===== config.mk =====
export PLATFORM = sky130hd
export DESIGN_NAME = spwm_ramp_ctrl
export DESIGN_NICKNAME = d
export VERILOG_FILES = /design/src/rtl/spwm_ramp_ctrl.sv
export SDC_FILE = /design/constraint.sdc
export NUM_CORES = 1
export LEC_CHECK = 0
export BUFFER_PORTS_ARGS = -buffer_cell sky130_fd_sc_hd__buf_2
export CORE_UTILIZATION = 57
export DETAILED_ROUTE_END_ITERATION = 8
export PLACE_DENSITY_LB_ADDON = 0.08
export SLEW_MARGIN = 20
export SYNTH_ARGS = -nofsm -noshare
export SYNTH_HDL_FRONTEND = slang
export SYNTH_SLANG_ARGS = --single-unit

===== constraint.sdc =====
create_clock -name clk -period 7.2 [get_ports clk]
set_clock_uncertainty 0.2 [all_clocks]
set_input_delay 0.72 -clock clk [delete_from_list [all_inputs] [get_ports clk]]
set_output_delay 0.72 -clock clk [all_outputs]
set_load 0.005 [all_outputs]

===== src/rtl/spwm_ramp_ctrl.sv =====
`default_nettype none
// =============================================================================
// Module   : spwm_ramp_ctrl
// Brief    : SPWM run-time sequencer with rate-limited modulation-divider ramp
//            and a latched fault shutdown.
// Revision : 1.0
// =============================================================================
module spwm_ramp_ctrl #(
    parameter int unsigned      DIV_W    = 16,
    parameter logic [DIV_W-1:0] DIV_STOP = 16'hFFFF,
    parameter logic [DIV_W-1:0] DIV_MIN  = 16'd1,
    parameter logic [4:0]       DT_MIN   = 5'd4,
    parameter logic [7:0]       ARM_CYC  = 8'd64
) (
    input  logic             clk,
    input  logic             rst_n,
    input  logic             cmd_valid,
    output logic             cmd_ready,
    input  logic             cmd_run,
    input  logic [DIV_W-1:0] cmd_div,
    input  logic [DIV_W-1:0] cmd_carrier_div,
    input  logic [4:0]       cmd_deadtime,
    input  logic [15:0]      ramp_period,
    input  logic [DIV_W-1:0] ramp_step,
    input  logic             fault,
    input  logic             fault_clr,
    output logic [DIV_W-1:0] freq_mod_div,
    output logic [DIV_W-1:0] freq_carrier_div,
    output logic [4:0]       deadtime,
    output logic             bridge_rst_n,
    output logic             pwm_en,
    output logic             at_target,
    output logic             fault_latched,
    output logic [2:0]       state
);

    typedef enum logic [2:0] {
        ST_IDLE  = 3'd0,
        ST_ARM   = 3'd1,
        ST_RAMP  = 3'd2,
        ST_RUN   = 3'd3,
        ST_STOP  = 3'd4,
        ST_FAULT = 3'd5
    } state_t;

    state_t           r_state;
    logic [DIV_W-1:0] r_target;
    logic [15:0]      r_timer;
    logic [7:0]       r_arm_cnt;

    logic             w_start;
    logic             w_stop;
    logic [DIV_W-1:0] w_cmd_tgt;
    logic [4:0]       w_cmd_dt;
    logic [DIV_W-1:0] w_step;
    logic [DIV_W-1:0] w_ramp_tgt;
    logic [DIV_W-1:0] w_ramp_next;
    logic [DIV_W-1:0] w_stop_next;

    // Move cur toward tgt by stp, landing exactly on tgt instead of overshooting.
    function automatic logic [DIV_W-1:0] step_toward(input logic [DIV_W-1:0] cur,
                                                     input logic [DIV_W-1:0] tgt,
                                                     input logic [DIV_W-1:0] stp);
        logic [DIV_W-1:0] nxt;
        nxt = tgt;
        if (cur > tgt) begin
            if (cur - tgt > stp) nxt = cur - stp;
        end else if (cur < tgt) begin
            if (tgt - cur > stp) nxt = cur + stp;
        end
        return nxt;
    endfunction

    assign state     = r_state;
    assign cmd_ready = (r_state == ST_IDLE) || (r_state == ST_RAMP) || (r_state == ST_RUN);
    assign w_start   = cmd_valid && cmd_ready && cmd_run;
    assign w_stop    = cmd_valid && cmd_ready && !cmd_run;

    assign w_cmd_tgt   = (cmd_div < DIV_MIN) ? DIV_MIN : cmd_div;
    assign w_cmd_dt    = (cmd_deadtime < DT_MIN) ? DT_MIN : cmd_deadtime;
    assign w_step      = (ramp_step == '0) ? {{(DIV_W-1){1'b0}}, 1'b1} : ramp_step;
    assign w_ramp_tgt  = w_start ? w_cmd_tgt : r_target;
    assign w_ramp_next = step_toward(freq_mod_div, w_ramp_tgt, w_step);
    assign w_stop_next = step_toward(freq_mod_div, DIV_STOP, w_step);

    always_ff @(posedge clk or negedge rst_n) begin
        if (!rst_n) begin
            r_state          <= ST_IDLE;
            r_target         <= DIV_STOP;
            r_timer          <= '0;
            r_arm_cnt        <= '0;
            freq_mod_div     <= DIV_STOP;
            freq_carrier_div <= DIV_STOP;
            deadtime         <= DT_MIN;
            bridge_rst_n     <= 1'b0;
            pwm_en           <= 1'b0;
            at_target        <= 1'b0;
            fault_latched    <= 1'b0;
        end else if (fault) begin
            // Fault wins over any command or clear seen in the same cycle.
            r_state       <= ST_FAULT;
            freq_mod_div  <= DIV_STOP;
            bridge_rst_n  <= 1'b0;
            pwm_en        <= 1'b0;
            at_target     <= 1'b0;
            fault_latched <= 1'b1;
        end else begin
            case (r_state)
                ST_IDLE: begin
                    freq_mod_div  <= DIV_STOP;
                    bridge_rst_n  <= 1'b0;
                    pwm_en        <= 1'b0;
                    at_target     <= 1'b0;
                    fault_latched <= 1'b0;
                    if (w_start) begin
                        r_target         <= w_cmd_tgt;
                        freq_carrier_div <= cmd_carrier_div;
                        deadtime         <= w_cmd_dt;
                        r_arm_cnt        <= ARM_CYC - 8'd1;
                        bridge_rst_n     <= 1'b1;
                        r_state          <= ST_ARM;
                    end
                end
                ST_ARM: begin
                    if (r_arm_cnt == 8'd0) begin
                        r_timer <= ramp_period;
                        pwm_en  <= 1'b1;
                        r_state <= ST_RAMP;
                    end else begin
                        r_arm_cnt <= r_arm_cnt - 8'd1;
                    end
                end
                ST_RAMP: begin
                    if (w_stop) begin
                        r_timer <= ramp_period;
                        r_state <= ST_STOP;
                    end else begin
                        if (w_start) r_target <= w_cmd_tgt;
                        if (freq_mod_div == w_ramp_tgt) begin
                            at_target <= 1'b1;
                            r_state   <= ST_RUN;
                        end else if (r_timer == 16'd0) begin
                            freq_mod_div <= w_ramp_next;
                            r_timer      <= ramp_period;
                        end else begin
                            r_timer <= r_timer - 16'd1;
                        end
                    end
                end
                ST_RUN: begin
                    if (w_start) begin
                        r_target  <= w_cmd_tgt;
                        r_timer   <= ramp_period;
                        at_target <= 1'b0;
                        r_state   <= ST_RAMP;
                    end else if (w_stop) begin
                        r_timer   <= ramp_period;
                        at_target <= 1'b0;
                        r_state   <= ST_STOP;
                    end
                end
                ST_STOP: begin
                    if (freq_mod_div == DIV_STOP) begin
                        pwm_en       <= 1'b0;
                        bridge_rst_n <= 1'b0;
                        r_state      <= ST_IDLE;
                    end else if (r_timer == 16'd0) begin
                        freq_mod_div <= w_stop_next;
                        r_timer      <= ramp_period;
                    end else begin
                        r_timer <= r_timer - 16'd1;
                    end
                end
                ST_FAULT: begin
                    if (fault_clr) begin
                        fault_latched <= 1'b0;
                        r_state       <= ST_IDLE;
                    end
                end
                default: r_state <= ST_IDLE;
            endcase
        end
    end

endmodule
`default_nettype wire


* Word-level counts from Yosys, hierarchy flattened
Cells that the tools add are included.
** Word-level totals
- Register bits :: 84
- Bits in latches :: 0
- Memory bits (writable) :: 0
- Bits in read-only memories :: 0
- Input bits :: 75
- Logic and storage cells :: 143
- Memories kept :: 0
** Operators by class
- Add/subtract/negate cells :: 8
- Multiply operators :: 0
- Divide/modulo/power cells :: 0
- $lt $le $gt $ge :: 10
- Eq/ne operators :: 26
- Shifts and indexed selects :: 0
- Multiplexer cells :: 58
- Bitwise operators :: 1
- Reductions and logical operators :: 29
** Operators by type and width (number)
- 16-bit 2-to-1 mux :: 25
- 16-bit > comparator :: 5
- 16-bit one-hot mux with 4 select lines :: 1
- 16-bit one-hot mux with 3 select lines :: 1
- 16-bit subtractor :: 3
- 16-bit logical NOT :: 2
- 16-bit one-hot mux with 2 select lines :: 1
- 3-bit inequality test (second input constant) :: 10
- 3-bit 2-to-1 mux :: 9
- 3-bit one-hot mux with 6 select lines :: 1
- 6-bit AND reduction :: 3
- 16-bit adder :: 1
- 16-bit equality test :: 1
- 16-bit equality test (second input constant) :: 1
- 16-bit > comparator (second input constant) :: 1
- 16-bit by 1-bit < comparator with 1-bit output (second input constant) :: 1
- 16-bit < comparator :: 1
- 16-bit < comparator (second input constant) :: 1
- 8-bit 2-to-1 mux :: 2
- 8-bit one-hot mux with 2 select lines :: 1
- 4-bit nonzero test :: 4
- 16-bit by 1-bit subtractor with 16-bit output (second input constant) :: 1
- 16-bit subtractor (first input constant) :: 1
- 16-bit subtractor (second input constant) :: 1
- 25 further kinds :: 54

* Depth between registers and ports, before layout
- Depth in word-level cells :: 16
- Gate-level depth with buffers :: 30
- Gate-level depth less buffers :: 28

* Worst setup path before layout
Ideal clock, no wire load.
- Path kind :: in2reg
- Start :: input port cmd_div[6]
- End :: register freq_mod_div[7]
- Arrival :: 5.661 ns
- Required time :: 6.923 ns
- Slack :: 1.262 ns
- Stages on the path :: 27
- Cell sequence :: or4_1 nor2_1 a31oi_1 buf_2 a22oi_1 inv_1 ha_1 nor2b_1 o21ai_0 a21boi_0 o21ai_0 a21oi_1 a211o_1 a21oi_1 o21ai_0 xor2_1 ha_1 nand4_1 nor4_1 o21ai_0 o211ai_1 o211a_4 a21oi_4 buf_6 a221oi_2 nand2_1 a31oi_1
** On the way
- Cells in the longest elaborated chain, start to end :: 13
- Elaborated cells between the ends (all ways) :: 21
- Classes of those cells :: 2 x add/sub; 5 x order compare; 2 x eq/ne; 11 x mux; 1 x reduce/logical
** Ends and longest elaborated chain
- from (decl) :: RTL line 20 : input logic [DIV_W-1:0] cmd_div,
- 16-bit by 1-bit < comparator with 1-bit output * :: RTL line 79 : assign w_cmd_tgt = (cmd_div < DIV_MIN) ? DIV_MIN : cmd_div;
- 16-bit 2-to-1 mux * :: RTL line 79
- 16-bit 2-to-1 mux *
- named net w_ramp_tgt[1] :: RTL line 56 : logic [DIV_W-1:0] w_ramp_tgt;
- 16-bit subtractor :: RTL line 69 : if (tgt - cur > stp) nxt = cur + stp;
- 16-bit > comparator :: RTL line 69
- 16-bit 2-to-1 mux :: RTL line 69
- 16-bit 2-to-1 mux :: RTL line 68 : end else if (cur < tgt) begin
- 16-bit 2-to-1 mux :: RTL line 66 : if (cur > tgt) begin
- 16-bit 2-to-1 mux :: RTL line 142 : end else if (r_timer == 16'd0) begin
- 16-bit 2-to-1 mux :: RTL line 139 : if (freq_mod_div == w_ramp_tgt) begin
- 16-bit 2-to-1 mux :: RTL line 134 : if (w_stop) begin
- 16-bit one-hot mux with 3 select lines :: RTL line 108 : case (r_state)
- 16-bit 2-to-1 mux :: RTL line 99 : end else if (fault) begin
- to (signal assigned) :: RTL line 143 : freq_mod_div <= w_ramp_next;
- to (signal assigned) :: RTL line 168 : freq_mod_div <= w_stop_next;
- to (decl) :: RTL line 27 : output logic [DIV_W-1:0] freq_mod_div,
Mark *: on every way through the listed nets, which the timed path passes. The rest lies on a longest branch. The select of a mux whose other input is x is not followed.
A chain may end at the register's enable or synchronous reset.

* Worst setup path in the final report
- Start :: register r_state[1] (netlist: state[1])
- End :: register freq_mod_div[14]
** On the way
- Cells in the longest elaborated chain, start to end :: 16
- Elaborated cells between the ends (all ways) :: 33
- Classes of those cells :: 2 x add/sub; 4 x order compare; 9 x eq/ne; 10 x mux; 8 x reduce/logical
** Ends and longest elaborated chain
- from (decl) :: RTL line 46 : state_t r_state;
- from (signal assigned) :: RTL line 88 : r_state <= ST_IDLE;
- from (signal assigned) :: RTL line 101 : r_state <= ST_FAULT;
- from (signal assigned) :: RTL line 121 : r_state <= ST_ARM;
- 3-bit by 2-bit equality test with 1-bit output or 3-bit logical NOT (tied branches) :: RTL line 75 : assign cmd_ready = (r_state == ST_IDLE) || (r_state == ST_RAMP) || (r_state == ST_RUN);
- 1-bit logical OR :: RTL line 75
- 1-bit logical OR * :: RTL line 75
- 1-bit logical AND * (2 in a row) :: RTL line 76 : assign w_start = cmd_valid && cmd_ready && cmd_run;
- 16-bit 2-to-1 mux *
- named net w_ramp_tgt[0] :: RTL line 56
- 16-bit subtractor :: RTL line 69
- 16-bit > comparator :: RTL line 69
- 16-bit 2-to-1 mux :: RTL line 69
- 16-bit 2-to-1 mux :: RTL line 68
- 16-bit 2-to-1 mux :: RTL line 66
- 16-bit 2-to-1 mux :: RTL line 142
- 16-bit 2-to-1 mux :: RTL line 139
- 16-bit 2-to-1 mux :: RTL line 134
- 16-bit one-hot mux with 3 select lines :: RTL line 108
- 16-bit 2-to-1 mux :: RTL line 99
Marks and branches as above.

==> impl.org <==
** Final layout
- Diodes inserted :: 0
- Compared with the post-synthesis result, the final layout area differs by 11.28%.
- The post-route netlist has 20.96% of its cells at a drive strength greater than 1.
- Fin area :: 10020 um2
- The final layout contains 1399 nets.
- In the layout the commonest cells are sky130_fd_sc_hd__nor2_1 (118), sky130_fd_sc_hd__ha_1 (118), sky130_fd_sc_hd__buf_2 (118).

** Worst setup path
- For this run, the slowest stage of the critical path takes 0.50 ns.
- Arrival time at the worst endpoint :: 6.80 ns
- The worst setup path is captured at a register.
- Most numerous cell on the critical path :: sky130_fd_sc_hd__a21oi_1
- Required time at the worst-slack endpoint :: 7.29 ns
- By startpoint and endpoint, the worst setup path is classified as reg2reg.
- Along the worst path, the maximum fanout reaches 14.
- Kind of launch point of the worst setup path :: register
- The slowest stage of the critical path belongs to the cell sky130_fd_sc_hd__dfrtp_2.

** Logic synthesis
- Syn. warnings :: 0
- Post-synthesis cell type count :: 89
- Proportion of synthesized flip-flops having asynchronous set or reset :: 100.0%
- The most used flip-flop cell after synthesis is sky130_fd_sc_hd__dfstp_2.
- Of the post-synthesis cell area, the dominant cell type holds 16.39%.
- After synthesis the cells add up to 9007 um2.
- Counting every instance in the synthesized netlist gives 1117.
- Post-synthesis register bit count :: 84
- The number of nets in the synthesized netlist is 1314.
- Average instance area after synthesis :: 8.064 um2
- The biggest area contributor in the post-synthesis netlist is sky130_fd_sc_hd__ha_1.
- Sequential elements use 24.02% of the synthesized area.
- Number of flops mapped to enable cells by yosys :: 0
- Dominant cells by area after synthesis :: sky130_fd_sc_hd__ha_1 (16%), sky130_fd_sc_hd__dfstp_2 (14%), sky130_fd_sc_hd__dfrtp_1 (9.7%)

** STA
- Setup repair after global routing missed its margin :: no
- The worst path in the final design needs a cycle of 6.710 ns, including I/O delays and setup.
- Fraction of the cycle the final worst path needs :: 93.20%
- Measured slew at the worst slew-check pin :: 0.9192 ns
- FMAX :: 149.0 MHz
- Hold Fails Final Rpt :: 0
- Final Max Tran Viols :: 0
- Measured against its own limit, the worst slew margin works out to 38.66%.
- Setup violations remaining at the end of the flow were counted as 0.
- Final setup TNS :: 0 ns

** Clocking
- TritonCTS clock tree :: built
- H-tree lvl count :: 3
- CTS saw 84 sinks.
- The clock passes through at most 2 buffers.
- After clock tree synthesis, the setup repair step added 0 buffers.
- Root Buffer :: sky130_fd_sc_hd__clkbuf_16
- Clock network latency to the later pin of the worst-skew pair :: 0.36 ns
- Clock-pin slew was measured on the worst setup and hold paths at 0.08 ns.
- Counting the buffers created by CTS gives 9.

** Floorplan
- In this run the count of I/O pins placed on the die edge is 120.
- Floorplan die height :: 127.7 um
- The die covers 16310 um2.
- Number of placement rows :: 45
- Initial standard-cell utilization of the core :: 58.82%
- The die is 127.7 um wide.
- Core Footprint :: 15310 um2

** Global route
- Summed over all layers, the global routing overflow is 0.
- Entering global routing, the biggest net connects 69 pins.
- Vias in the first global route :: 7884
- Global-route total usage across every layer :: 34.55%
- The first global-routing pass estimated 43.31 mm of wire.
- Antenna violations before repair :: 0

** Status
- The flow ran to the end, and the final reports show no timing, DRC or antenna violations.

** Route
- Summed over all layers, the routed wires come to 27.57 mm.
- Across all layers, the routed design uses 8694 vias.
- In the routed design, unresolved DRC markers number 0.
- Count of TritonRoute iterations in the first routing pass :: 5
- Remaining antenna violation count after routing :: 0
- Initial DRC Count :: 795
- Using the TritonRoute via totals, the vias-per-cell ratio works out to 6.131.
- In the final routed layout, each cell accounts on average for 19.44 um.

** Placed design
- Routability cong. :: 0.9996
- Detailed placement HPWL :: 21.64 mm
- Summing all placed instances gives a cell area of 9709 um2.
- Input and output buffers added on the ports amount to 119.

** Power and ir drop
- Largest vdd supply drop :: 0.0002161 V
- Power density normalized to cell area :: 374.4 nW/um2
- Leakage power :: 4.608 nW

** Min path
- Worst hold path class :: in2async

** Job
- The tool flagged a number of max-cap violations equal to 0.
==> cell families after synthesis <==
logic type                 Yosys count  share of synthesized area, %
adders and majority gates          122                         17.28
DFF                                 84                         24.02
buffers and inverters              144                         6.529
and+or+nand+nor                    350                         19.63
AOI/OAI and AO/OA                  347                         25.14
xor gates and xnor gates            46                         4.473
muxes                               24                         2.931
==> cells in the mapped netlist, types with 10 or more instances <==
cell                       count
sky130_fd_sc_hd__a31oi_1      15
sky130_fd_sc_hd__buf_2        16
sky130_fd_sc_hd__nor2b_1      17
sky130_fd_sc_hd__xnor2_1      35
sky130_fd_sc_hd__nand2_1      55
sky130_fd_sc_hd__inv_1        83
sky130_fd_sc_hd__dfrtp_1      35
sky130_fd_sc_hd__nand4_1      17
sky130_fd_sc_hd__nand3_1      26
sky130_fd_sc_hd__o21ai_1      10
sky130_fd_sc_hd__clkbuf_1     36
sky130_fd_sc_hd__mux2_2       19
sky130_fd_sc_hd__ha_1        118
sky130_fd_sc_hd__nor4_1       14
sky130_fd_sc_hd__xor2_1       11
sky130_fd_sc_hd__a22o_1       10
sky130_fd_sc_hd__o211ai_1     14
sky130_fd_sc_hd__nor2_1      118
sky130_fd_sc_hd__nor3_1       31
sky130_fd_sc_hd__dfstp_2      49
sky130_fd_sc_hd__nand2b_1     16
sky130_fd_sc_hd__o21ai_0      77
sky130_fd_sc_hd__a21oi_1     101
sky130_fd_sc_hd__a21o_1       21
==> critical path, delay by kind of cell (launching register included) <==
kind / cells / cell delay (ns)
compound gates: 15 / 3.22
simple gates: 6 / 1.16
fa+ha+maj: 3 / 0.97
flops: 1 / 0.50
buf+inv: 3 / 0.44
xor+xnor: 1 / 0.14
==> registers in the layout (all words and copies together), names as in the netlist <==
name and cells:
at_target 1, bridge_rst_n 1, deadtime 5, fault_latched 1, freq_carrier_div 16, freq_mod_div 16
pwm_en 1, r_arm_cnt 8, r_target 16, r_timer 16, state 3
==> where the power goes <==
group / leakage (nW) / switching, W / internal [W]
combinational: 3.54 / 0.00148 / 0.000954
clock: 0.139 / 0.000229 / 0.000244
sequential: 0.926 / 0.000142 / 0.000701
==> layer usage <==
| layer | vias up | wire, um | track usage [%] | part of all wire, % |
|---|---|---|---|---|
| met2 | 423 | 11970 | 53.13 | 43 |
| met5 | - | 0 | 0 | 0 |
| li1 | 4194 | - | - | - |
| met1 | 4016 | 12360 | 48.85 | 45 |
| met3 | 61 | 2464 | 6.260 | 8.9 |
| met4 | 0 | 778 | 11.76 | 2.8 |
==> path summary, 6_finish.rpt <==
check | endpoint | slack, ns | cells after the start | start
setup reg to reg | freq_mod_div[14] | 0.49 | 28 | state[1]
setup / recovery | freq_mod_div[14] | 0.49 | 28 | state[1]
max in group asynchronous | state[1] | 5.62 | 2 | rst_n
hold / removal | freq_mod_div[2] | 0.25 | 1 | rst_n
min in group clk | fault_latched | 0.28 | 1 | fault_latched
hold reg to reg | fault_latched | 0.28 | 1 | fault_latched
==> stage by stage <==
step	cells	hold slack, ns	util (%)	worst slack, ns	total power [W]
final	1418	0.2545	65.45	0.4899	0.003752
after global routing	1418	0.2727	65.45	0.1174	0.004059
after CTS	1418	0.2478	65.34	0.2220	0.003687
after detailed placement	1402	0.2601	63.40	0.2457	0.003187
after global placement	1402	0.2567	63.40	0.4728	0.003165
after floorplan	1117	0.2244	-	1.262	0.002607
==> layout make-up <==
type                       count  area, um2
multi-input combinational    889       6276
tap                          211      264.0
timing repair buffer         133      703.2
fill                        1373       5291
inverter                      85      319.1
clock buffer                   9      225.2
sequential                    84       2165
clock inverter                 7      71.32
==> what timing repair did <==
action                     in CTS  in global routing
hold buffers                    0                  0
setup endpoints to repair       0                 16
resized for setup               0                  5
Note: power is estimated with default switching activity, not from simulation.
